**src/rtl/ram_1w_1rs_fifo_ctrl.sv**
```systemverilog
// ram_1w_1rs_fifo_ctrl: FIFO controller in front of an external RAM with one
// write port and one read port (1-cycle read latency). A 2-entry output queue
// absorbs the RAM read latency so a word can leave every cycle.
// Optional feature: define RAM_FIFO_CTRL_BYPASS_EN to let a pushed word skip
// the RAM when nothing is stored or in flight and the queue has room.
module ram_1w_1rs_fifo_ctrl #(
  parameter int unsigned ADDR_WIDTH = 4,
  parameter int unsigned DATA_WIDTH = 32,
  parameter int unsigned MASK_WIDTH = 4
) (
  input  logic                  clk,
  input  logic                  resetn,
  input  logic                  push_valid,
  output logic                  push_ready,
  input  logic [DATA_WIDTH-1:0] push_payload,
  output logic                  pop_valid,
  input  logic                  pop_ready,
  output logic [DATA_WIDTH-1:0] pop_payload,
  output logic [ADDR_WIDTH+1:0] occupancy,
  output logic                  ram_wr_en,
  output logic [MASK_WIDTH-1:0] ram_wr_mask,
  output logic [ADDR_WIDTH-1:0] ram_wr_addr,
  output logic [DATA_WIDTH-1:0] ram_wr_data,
  output logic                  ram_rd_en,
  output logic [ADDR_WIDTH-1:0] ram_rd_addr,
  input  logic [DATA_WIDTH-1:0] ram_rd_data
);

  localparam int unsigned PTR_W = ADDR_WIDTH + 1;
  localparam int unsigned OCC_W = ADDR_WIDTH + 2;
  localparam logic [PTR_W-1:0] DEPTH = {1'b1, {ADDR_WIDTH{1'b0}}};

  logic [PTR_W-1:0]      wr_ptr_q, wr_ptr_d;
  logic [PTR_W-1:0]      rd_ptr_q, rd_ptr_d;
  logic                  rd_inflight_q;
  logic [DATA_WIDTH-1:0] q_mem_q [2];
  logic                  q_head_q, q_head_d;
  logic [1:0]            q_cnt_q, q_cnt_d;

  logic [PTR_W-1:0]      ram_count;
  logic                  push_fire;
  logic                  pop_fire;
  logic                  bypass;
  logic [2:0]            q_use;
  logic                  q_wr;
  logic                  q_wr_idx;
  logic [DATA_WIDTH-1:0] q_wr_data;

  // Handshakes, RAM port drive and queue write selection
  always_comb begin
    ram_count   = wr_ptr_q - rd_ptr_q;
    push_ready  = (ram_count < DEPTH);
    pop_valid   = (q_cnt_q != 2'd0);
    pop_payload = q_mem_q[q_head_q];
    pop_fire    = pop_valid & pop_ready;
    push_fire   = push_valid & push_ready & resetn;
`ifdef RAM_FIFO_CTRL_BYPASS_EN
    bypass = (ram_count == '0) && !rd_inflight_q &&
             ((3'(q_cnt_q) - 3'(pop_fire)) < 3'd2);
`else
    bypass = 1'b0;
`endif
    // Queue slots already owed: held words plus the returning read, minus
    // the word leaving now. A new read is issued only if its data will fit.
    q_use       = 3'(q_cnt_q) + 3'(rd_inflight_q) - 3'(pop_fire);
    ram_rd_en   = (ram_count != '0) && (q_use < 3'd2);
    ram_rd_addr = rd_ptr_q[ADDR_WIDTH-1:0];
    ram_wr_en   = push_fire & ~bypass;
    ram_wr_mask = '1;
    ram_wr_addr = wr_ptr_q[ADDR_WIDTH-1:0];
    ram_wr_data = push_payload;
    // Read return and bypass never coincide (bypass needs no read in flight).
    // With a full queue and a same-cycle pop, head^cnt[0] selects the slot
    // being vacated, which becomes the new tail.
    q_wr        = rd_inflight_q | (push_fire & bypass);
    q_wr_data   = rd_inflight_q ? ram_rd_data : push_payload;
    q_wr_idx    = q_head_q ^ q_cnt_q[0];
    occupancy   = OCC_W'(ram_count) + OCC_W'(rd_inflight_q) + OCC_W'(q_cnt_q);
  end

  // Next-state for pointers and queue bookkeeping
  always_comb begin
    wr_ptr_d = wr_ptr_q + PTR_W'(ram_wr_en);
    rd_ptr_d = rd_ptr_q + PTR_W'(ram_rd_en);
    q_head_d = q_head_q ^ pop_fire;
    q_cnt_d  = q_cnt_q + 2'(q_wr) - 2'(pop_fire);
  end

  // Control state register; reset drops all stored and in-flight words
  always_ff @(posedge clk or negedge resetn) begin
    if (!resetn) begin
      wr_ptr_q      <= '0;
      rd_ptr_q      <= '0;
      rd_inflight_q <= 1'b0;
      q_head_q      <= 1'b0;
      q_cnt_q       <= 2'd0;
    end else begin
      wr_ptr_q      <= wr_ptr_d;
      rd_ptr_q      <= rd_ptr_d;
      rd_inflight_q <= ram_rd_en;
      q_head_q      <= q_head_d;
      q_cnt_q       <= q_cnt_d;
    end
  end

  // Output queue storage
  always_ff @(posedge clk or negedge resetn) begin
    if (!resetn) begin
      q_mem_q[0] <= '0;
      q_mem_q[1] <= '0;
    end else if (q_wr) begin
      q_mem_q[q_wr_idx] <= q_wr_data;
    end
  end

endmodule

```
**config.mk**
```make
export PLATFORM = sky130hd
export DESIGN_NAME = ram_1w_1rs_fifo_ctrl
export DESIGN_NICKNAME = d
export VERILOG_FILES = /design/src/rtl/ram_1w_1rs_fifo_ctrl.sv
export SDC_FILE = /design/constraint.sdc
export NUM_CORES = 1
export LEC_CHECK = 0
export ABC_CLOCK_PERIOD_IN_PS = 4300
export BUFFER_PORTS_ARGS = -buffer_cell sky130_fd_sc_hd__buf_4
export CORE_MARGIN = 2
export CORE_UTILIZATION = 53
export CTS_CLUSTER_SIZE = 8
export DETAILED_ROUTE_END_ITERATION = 16
export GPL_TIMING_DRIVEN = 0
export PLACE_DENSITY = 0.85
export SLEW_MARGIN = 15
export SYNTH_ARGS = -nofsm -noshare
export SYNTH_HDL_FRONTEND = slang
export SYNTH_SLANG_ARGS = --single-unit
```
**constraint.sdc**
```tcl
create_clock -name clk -period 4.3 [get_ports clk]
set_input_delay 0.215 -clock clk [delete_from_list [all_inputs] [get_ports clk]]
set_output_delay 0.215 -clock clk [all_outputs]
set_load 0.02 [all_outputs]
```
# [Word-level counts from Yosys, hierarchy flattened]
# Cells that the tools add are included.
[totals] reg_bits=78 latch_bits=0 ramBits=0 rom_bits=0 out_inout_bits=86 n_memories=0
[op_classes] addsub=9 multipliers=0 div_mod_pow=0 order_cmp=5 eq_ne=0 shifts=0 muxes=7 n_bitwise=7 reduce_logical=4
[op_table] op="two-way mux 32 bit" count=5
[op_table] op="bitwise mux 64 bit" count=1
[op_table] op="demux 32 bit (select 1 bit)" count=1
[op_table] op="adder 5 x 1 -> 5 bit" count=2
[op_table] op="adder 5 x 1 -> 6 bit" count=1
[op_table] op="adder 6 x 2 -> 6 bit" count=1
[op_table] op="< comparator 5 bit (second input constant)" count=1
[op_table] op="nonzero test 5 bit" count=1
[op_table] op="subtractor 5 bit" count=1
[op_table] op="greater-or-equal comparator 2 bit (second input constant)" count=2
[op_table] op="inverter 1 -> 2 bit" count=2
[op_table] op="adder 2 x 1 -> 3 bit" count=1
[op_table] op="bitwise AND 1 bit" count=3
[op_table] op="< comparator 3 x 2 -> 1 bit (second input constant)" count=1
[op_table] op="subtractor 3 x 1 -> 3 bit" count=1
[op_table] op="adder 2 x 1 -> 2 bit" count=1
[op_table] op="logical AND 1 bit" count=2
[op_table] op="< comparator 2 x 1 -> 1 bit (second input constant)" count=1
[op_table] op="nonzero test 2 bit" count=1
[op_table] op="subtractor 2 x 1 -> 2 bit" count=1
[op_table] op="XOR 1 bit" count=2

# [Longest topological paths before layout]
# Gate-level depths: netlist (run 1).
[depth] ltp_word=7 mapped_depth=13

# [Worst setup path before layout (run 1)]
# Ideal clock, no wire load.
[synth_path] path_kind="register to register" from="register q_cnt_q[0]" to="register rd_ptr_q[4]" t_arrival_ns=2.887 path_slack_ns=1.291 path_stages_with_launch=14 path_buffers=0 synth_period_minus_slack_ns=3.009 path_cell_list="dfrtp_1 -> or2_2 -> and2_1 -> ha_1 -> inv_1 -> ha_1 -> inv_1 -> fa_1 -> xnor2_1 -> o311a_1 -> ha_1 -> ha_1 -> nand3_1 -> xnor2_1"
[synth_via] elab_chain_cells=6 elab_cells_between_ends=7 classes_between="add/sub: 3; order compare: 1; bitwise: 1; reduce/logical: 2"
[synth_lines] element="start, declared" line="38" text="logic [1:0] q_cnt_q, q_cnt_d;"
[synth_lines] element="start signal, assigned" line="102" text="q_cnt_q <= q_cnt_d;"
[synth_lines] element="nonzero test 2 bit" line="53" text="pop_valid = (q_cnt_q != 2'd0);"
[synth_lines] element="named net pop_valid" line="16" text="output logic pop_valid,"
[synth_lines] element="bitwise AND 1 bit" line="55" text="pop_fire = pop_valid & pop_ready;"
[synth_lines] element="subtractor 3 x 1 -> 3 bit" line="65" text="q_use = 3'(q_cnt_q) + 3'(rd_inflight_q) - 3'(pop_fire);"
[synth_lines] element="< comparator 3 x 2 -> 1 bit" line="66" text="ram_rd_en = (ram_count != '0) && (q_use < 3'd2);"
[synth_lines] element="logical AND 1 bit" line="66"
[synth_lines] element="named net ram_rd_en" line="24" text="output logic ram_rd_en,"
[synth_lines] element="adder 5 x 1 -> 5 bit" line="84" text="rd_ptr_d = rd_ptr_q + PTR_W'(ram_rd_en);"
[synth_lines] element="named net rd_ptr_d[4]" line="34" text="logic [PTR_W-1:0] rd_ptr_q, rd_ptr_d;"
[synth_lines] element="end signal, assigned" line="99" text="rd_ptr_q <= rd_ptr_d;"
[synth_lines] element="end, declared" line="34"
# The timed path passes the listed nets, and every way through them passes these cells.
# A chain may end at the register's enable or synchronous reset.

# [Worst setup path in the final report (run 1)]
[layout_path] from="register q_cnt_q[0]" to="register rd_ptr_q[4]"
[layout_via] elab_chain_cells=6 elab_cells_between_ends=7 classes_between="add/sub: 3; order compare: 1; bitwise: 1; reduce/logical: 2"
[layout_lines] element="parallel branches: the longest is 2 deep, another holds adder 2 x 1 -> 3 bit"
[layout_lines] element="subtractor 3 x 1 -> 3 bit (*)" line="65"
[layout_lines] element="< comparator 3 x 2 -> 1 bit (*)" line="66"
[layout_lines] element="logical AND 1 bit (*)" line="66"
[layout_lines] element="adder 5 x 1 -> 5 bit (*)" line="84"
[layout_lines] element="named net rd_ptr_d[4]" line="34"
# Mark *: on every way through the listed nets, which the timed path passes.

==> results of run 1 <==
==> worst max-delay path, delay by kind of cell (launching register included) <==
family	cells	cell delay [ns]
adder cells (fa/ha/maj)	5	1.15
AO/OA/AOI/OAI	1	0.26
AND/OR/NAND/NOR	3	0.63
flip-flops	1	0.46
XOR/XNOR	2	0.28
buffers and inverters	2	0.09
==> synth_stat cells, types with 2 or more instances <==
cell / n
dfrtp_1: 78
mux2_2: 66
buf_4: 45
mux2_4: 30
ha_1: 11
inv_1: 11
xnor2_1: 10
buf_2: 6
xor2_1: 5
buf_6: 4
fa_1: 4
nand2_1: 4
nand3_1: 4
nor2_1: 3
a21oi_1: 2
nand3b_1: 2
==> layout make-up <==
| type | instances | area share |
|---|---|---|
| Multi-Input combinational cell | 155 | 0.323 |
| Sequential cell | 78 | 0.367 |
| Inverter | 11 | 0.00776 |
| Timing Repair Buffer | 117 | 0.165 |
| Tap cell | 102 | 0.0240 |
| Buffer | 55 | 0.0776 |
| Clock buffer | 10 | 0.0240 |
| Clock inverter | 6 | 0.0118 |
==> metrics by stage <==
stage	worst slack (ns)	instance area [um2]
finish	1.31	5320
global route	1.02	5320
CTS	1.28	5320
detailed placement	1.30	5130
global placement	1.33	5130
floorplan	1.29	4130
==> registers in the layout (all words and copies together) (netlist names) <==
name / cells
q_head_q: 1
q_mem_q: 64
rd_ptr_q: 5
q_cnt_q: 2
wr_ptr_q: 5
q_wr: 1
==> cells by family after synthesis <==
family	Yosys count
DFF	78
AOI/OAI and AO/OA	5
adders and majority gates	15
and+or+nand+nor	18
xor gates and xnor gates	16
other	1
muxes	97
buffers and inverters	66
==> per-layer routing <==
| metal | routed length [um] | vias to the layer above | global-route usage |
|---|---|---|---|
| li1 | - | 1216 | - |
| met1 | 3170 | 1250 | 0.223 |
| met2 | 3800 | 83 | 0.314 |
| met3 | 460 | 6 | 0.0394 |
| met4 | 50 | 0 | 0.0485 |
| met5 | 0 | - | 0 |
==> worst max path at each step <==
stage / from / cells past startpoint / end / slack, ns
2_1_floorplan: q_cnt_q[0] / 13 / rd_ptr_q[4] / 1.29
3_3_place_gp: q_cnt_q[0] / 13 / rd_ptr_q[4] / 1.33
3_5_place_dp: q_cnt_q[0] / 13 / rd_ptr_q[4] / 1.30
4_1_cts: q_cnt_q[1] / 10 / ram_rd_en / 1.28
5_1_grt: q_cnt_q[1] / 13 / rd_ptr_q[4] / 1.02
6_report: q_cnt_q[0] / 13 / rd_ptr_q[4] / 1.31
==> power by group <==
part	total [uW]	switching [uW]	internal, uW
Clock	524	258	266
Sequential	1350	232	1120
Combinational	3270	1550	1720
Total	5150	2040	3110
==> flow_summary.json, run 1 <==
{
  "outcome": "finished, final reports clean",
  "area_growth_pct": 29.3,
  "drive_gt1_frac": 0.664,
  "clock_latency_ns": 0.34,
  "synth_edf_count": 0,
  "seq_area_mm2": 0.00195,
  "start_kind": "flip-flop",
  "ys_types": 27,
  "holdWs_ns": 0.00474,
  "synth-main-ff-cell": "dfrtp_1",
  "layout_common_cells": "162 x buf_4, 78 x dfrtp_1, 66 x mux2_2, 30 x mux2_4",
  "hold_violations": 0,
  "place.gp.congestion": 0.770,
  "cts-htree-levels": 3,
  "synth_fa_ha_area_frac": 0.0529,
  "finalClockSkew_ns": 0.00971,
  "path_clk_slew_ns": 0.08,
  "critPathMaxStageDelay_ns": 0.46,
  "ir_worst_vdd_uv": 592,
  "p_leak_uw": 0.00267,
  "fill_cells": 581,
  "crit_path_end_kind": "flip-flop",
  "cts_resized": 0,
  "clock_sink_count": 78,
  "finish.utilization": 0.700,
  "synthesis.area_mm2": 0.00412,
  "dp_hpwl_um": 5530,
  "vias": 2555,
  "ios": 154,
  "initial_core_util": 0.541,
  "yosysWarnings": 0,
  "fin_nets": 510,
  "numCtsBuffers": 9,
  "route.detailed.drc": 0,
  "rsz0062_at_grt": "false",
  "dp.cells": 518,
  "cts_hold_buf": 0,
  "synthSimpleGateAreaFrac": 0.0246,
  "setup_viol": 0,
  "min_path_type": "in -> async",
  "total_power_uw": 5150,
  "cts-root-buf": "clkbuf_8",
  "drv_slew": 0,
  "fmax_ghz": 0.335,
  "grt_pass1_vias": 2679,
  "grt_pass1_wl_um": 12100,
  "synthCells": 296,
  "cp.required_ns": 4.52,
  "cts_tree": "done",
  "fp.dieH_um": 92.1,
  "diodes": 0,
  "grt_start_max_net_pins": 80,
  "drtPass1Iterations": 4,
  "rr_endpoint": "rd_ptr_q[4]",
  "synth-xor-area-share": 0.0359,
  "antenna_found_initial": 0,
  "die_area_mm2": 0.00849,
  "cts_setup_buffers": 0,
  "port_buffers": 117,
  "multiInputGateArea_mm2": 0.00172,
  "period_needed_ns": 2.99,
  "drtIter0Drc": 67,
  "synth.area.top_cells": "dfrtp_1 47%, mux2_2 18%, mux2_4 11%",
  "fin_tns_setup_ns": 0,
  "cp_slowest_cell": "dfrtp_1",
  "viasPerCell": 4.78,
  "synth_top_family_by_area": "multiplexers",
  "p_per_area_mw_per_mm2": 967,
  "crit_chain": "or2_2, and2_1, ha_1, inv_1, ha_1, inv_1, fa_1, xnor2_1, o311a_1, ha_1, ha_1, nand3_1, xnor2_1",
  "r2r_start": "q_cnt_q[0]",
  "wire_per_inst_um": 14.0,
  "relSlewSlack": 0.360,
  "drtAntennaViolNets": 0,
  "yosysTopAreaCell": "dfrtp_1",
  "synth_top_area_share": 0.474,
  "synthMuxAreaShare": 0.292,
  "critPathMaxFanout": 4,
  "reg2regPathDepth": 13,
  "critical_path_class": "reg -> reg",
  "final_common_cell": "buf_4",
  "core-area_mm2": 0.00761,
  "die_w_um": 92.1,
  "worstPathArrival_ns": 3.21,
  "drv_cap": 0,
  "fin_crit_sh": 0.694,
  "cp_common_cell": "ha_1",
  "tightest_slew_ns": 0.960,
  "stdcell_count": 534,
  "overflow": 0,
  "rrSetupSlack_ns": 1.31,
  "ys_seq_area_frac": 0.474,
  "synth_compound_area_frac": 0.00881,
  "ys_ff_latch": 78,
  "placementRows": 32,
  "clk_path_buf_depth": 2,
  "track_usage": 0.179,
  "wirelength_um": 7480,
  "synth_area_per_cell_um2": 13.9,
  "async_flop_share": 1.00
}
Note: power is estimated with default switching activity, not from simulation.
==> run 2: changes to the inputs <==
Settings changed: ABC_CLOCK_PERIOD_IN_PS 4300 to 2950, CORE_UTILIZATION 53 to 50, PLACE_DENSITY 0.85 to 0.81.
Clock period 4.3 ns to 2.95 ns, I/O delays scaled along.
==> flow_summary.json, run 2 (synthesis results as in run 1) <==
{
  "worstPathArrival_ns": 2.65,
  "ir_worst_vdd_uv": 1120,
  "grt_start_max_net_pins": 80,
  "antenna_found_initial": 0,
  "r2r_start": "q_cnt_q[0]",
  "min_path_type": "in -> reg",
  "fin_nets": 514,
  "finalClockSkew_ns": 0.00996,
  "fill_cells": 612,
  "rsz0062_at_grt": "false",
  "drtIter0Drc": 36,
  "vias": 2566,
  "dp_hpwl_um": 5660,
  "cts-htree-levels": 3,
  "track_usage": 0.180,
  "p_leak_uw": 0.00269,
  "setup_viol": 0,
  "drive_gt1_frac": 0.679,
  "diodes": 0,
  "wirelength_um": 7890,
  "fmax_ghz": 0.358,
  "port_buffers": 117,
  "swShare": 0.395,
  "clk_path_buf_depth": 2,
  "drv_cap": 0,
  "path_clk_slew_ns": 0.08,
  "p_sw_uw": 3020,
  "power.share.clock": 0.101,
  "worstSetupStartpoint": "q_cnt_q[0]",
  "largest_register_ffs": 64,
  "final_common_cell": "buf_4",
  "comb_power_share": 0.641,
  "cp_slowest_cell": "fa_2",
  "critPathMaxFanout": 3,
  "die_w_um": 94.7,
  "numCtsBuffers": 9,
  "drv_slew": 0,
  "total_power_uw": 7650,
  "placementRows": 33,
  "drtAntennaViolNets": 0,
  "grt_pass1_vias": 2645,
  "clock_sink_count": 78,
  "crit_chain": "or2_4, and2_4, ha_1, inv_1, ha_1, inv_1, fa_2, o311a_1, buf_6",
  "top_regs": "q_mem_q: 64 flops, rd_ptr_q: 5 flops, wr_ptr_q: 5 flops",
  "initial_core_util": 0.509,
  "cts-root-buf": "clkbuf_8",
  "core-area_mm2": 0.00809,
  "die_area_mm2": 0.00897,
  "cp.required_ns": 2.80,
  "clock_latency_ns": 0.35,
  "stdcell_count": 541,
  "drtPass1Iterations": 4,
  "dp.cells": 521,
  "seq_area_mm2": 0.00195,
  "fp.dieH_um": 94.7,
  "grt_pass1_wl_um": 12400,
  "route.detailed.drc": 0,
  "critPathMaxStageDelay_ns": 0.53,
  "ios": 154,
  "worstHoldStart": "ram_rd_data[25]",
  "tightest_slew_ns": 0.999,
  "p_per_area_mw_per_mm2": 1420,
  "rrSetupSlack_ns": 0.16,
  "p_seq_frac": 0.258,
  "top_register": "q_mem_q",
  "p_int_uw": 4630,
  "relSlewSlack": 0.334,
  "critical_path_class": "reg -> out",
  "viasPerCell": 4.74,
  "period_needed_ns": 2.79,
  "place.gp.congestion": 0.764,
  "layout_common_cells": "164 x buf_4, 76 x dfrtp_1, 66 x mux2_2, 30 x mux2_4, 11 x inv_1",
  "hold_violations": 0,
  "fin_crit_sh": 0.947,
  "outcome": "finished, final reports clean",
  "multiInputGateArea_mm2": 0.00175,
  "overflow": 0,
  "cts_tree": "done",
  "area_growth_pct": 31.2,
  "start_kind": "flip-flop",
  "wire_per_inst_um": 14.6,
  "crit_path_end_kind": "output port"
}
run 2: changes by cell type in the layout (fill, tap and decap cells not counted), sizes merged:
cell and change:
buf +3, dlygate4sd3 +1
run 2: critical path: cells and delay by family, from the launching register on:
kind                     cells  cell delay, ns
AO/OA/AOI/OAI                1            0.30
buffers and inverters        3            0.27
adder cells (fa/ha/maj)      3            0.92
flip-flops                   1            0.41
AND/OR/NAND/NOR              2            0.42
run 2: stage by stage:
step / instance area [um2] / setup WS, ns / hold WS [ns] / utilization / TNS [ns]
2_1_floorplan: 4130 / 0.0317 / -0.148 / - / 0
3_3_place_gp: 5140 / 0.0476 / 0.369 / 0.635 / 0
3_5_place_dp: 5140 / -0.0210 / 0.375 / 0.635 / -0.0210
4_1_cts: 5360 / 0.0157 / 0.0125 / 0.662 / 0
5_1_grt: 5400 / 0.0113 / 0.00929 / 0.667 / 0
6_report: 5400 / 0.156 / 0.0330 / 0.667 / 0
run 2: metal layers:
layer	part of all wire	vias up	track usage
met5	0	-	0
met4	0.0098	0	0.0495
met1	0.42	1248	0.233
met2	0.52	84	0.293
met3	0.057	6	0.0543
li1	-	1228	-
run 2: layout make-up:
cell class              instances  area share
repair buffers                121       0.169
clock buffers                  10      0.0236
clock inverters                 6      0.0116
well taps                     105      0.0243
flip-flops and latches         78       0.362
inverters                      11     0.00765
plain buffers                  55      0.0765
multi-input cells             155       0.325
run 2: timing repair:
action / in CTS / in global routing
pin swaps: 1 / 3
setup buffers: 2 / 1
setup endpoints to repair: 1 / 3
gates resized for setup: 2 / 7
hold buffers: 1 / 0
hold endpoints to repair: 26 / 0
run 2: power by group through the flow:
stage               sequential [uW]  combinational, uW  clock (uW)
CTS                            1980               4890         806
floorplan                      1890               3400           0
global placement               1960               4730           0
global route                   2050               5300         850
detailed placement             2000               4820           0
finish                         1970               4910         772
run 2: final timing paths:
| path | endpoint | depth (start not counted) |
|---|---|---|
| worst min register to register | rd_ptr_q[4] | 1 |
| worst min-delay path | q_mem_q[25] | 2 |
| min in group asynchronous | q_mem_q[55] | 2 |
| worst max-delay path | ram_rd_en | 9 |
| max in group asynchronous | q_cnt_q[0] | 2 |
| worst max register to register | rd_ptr_q[4] | 12 |
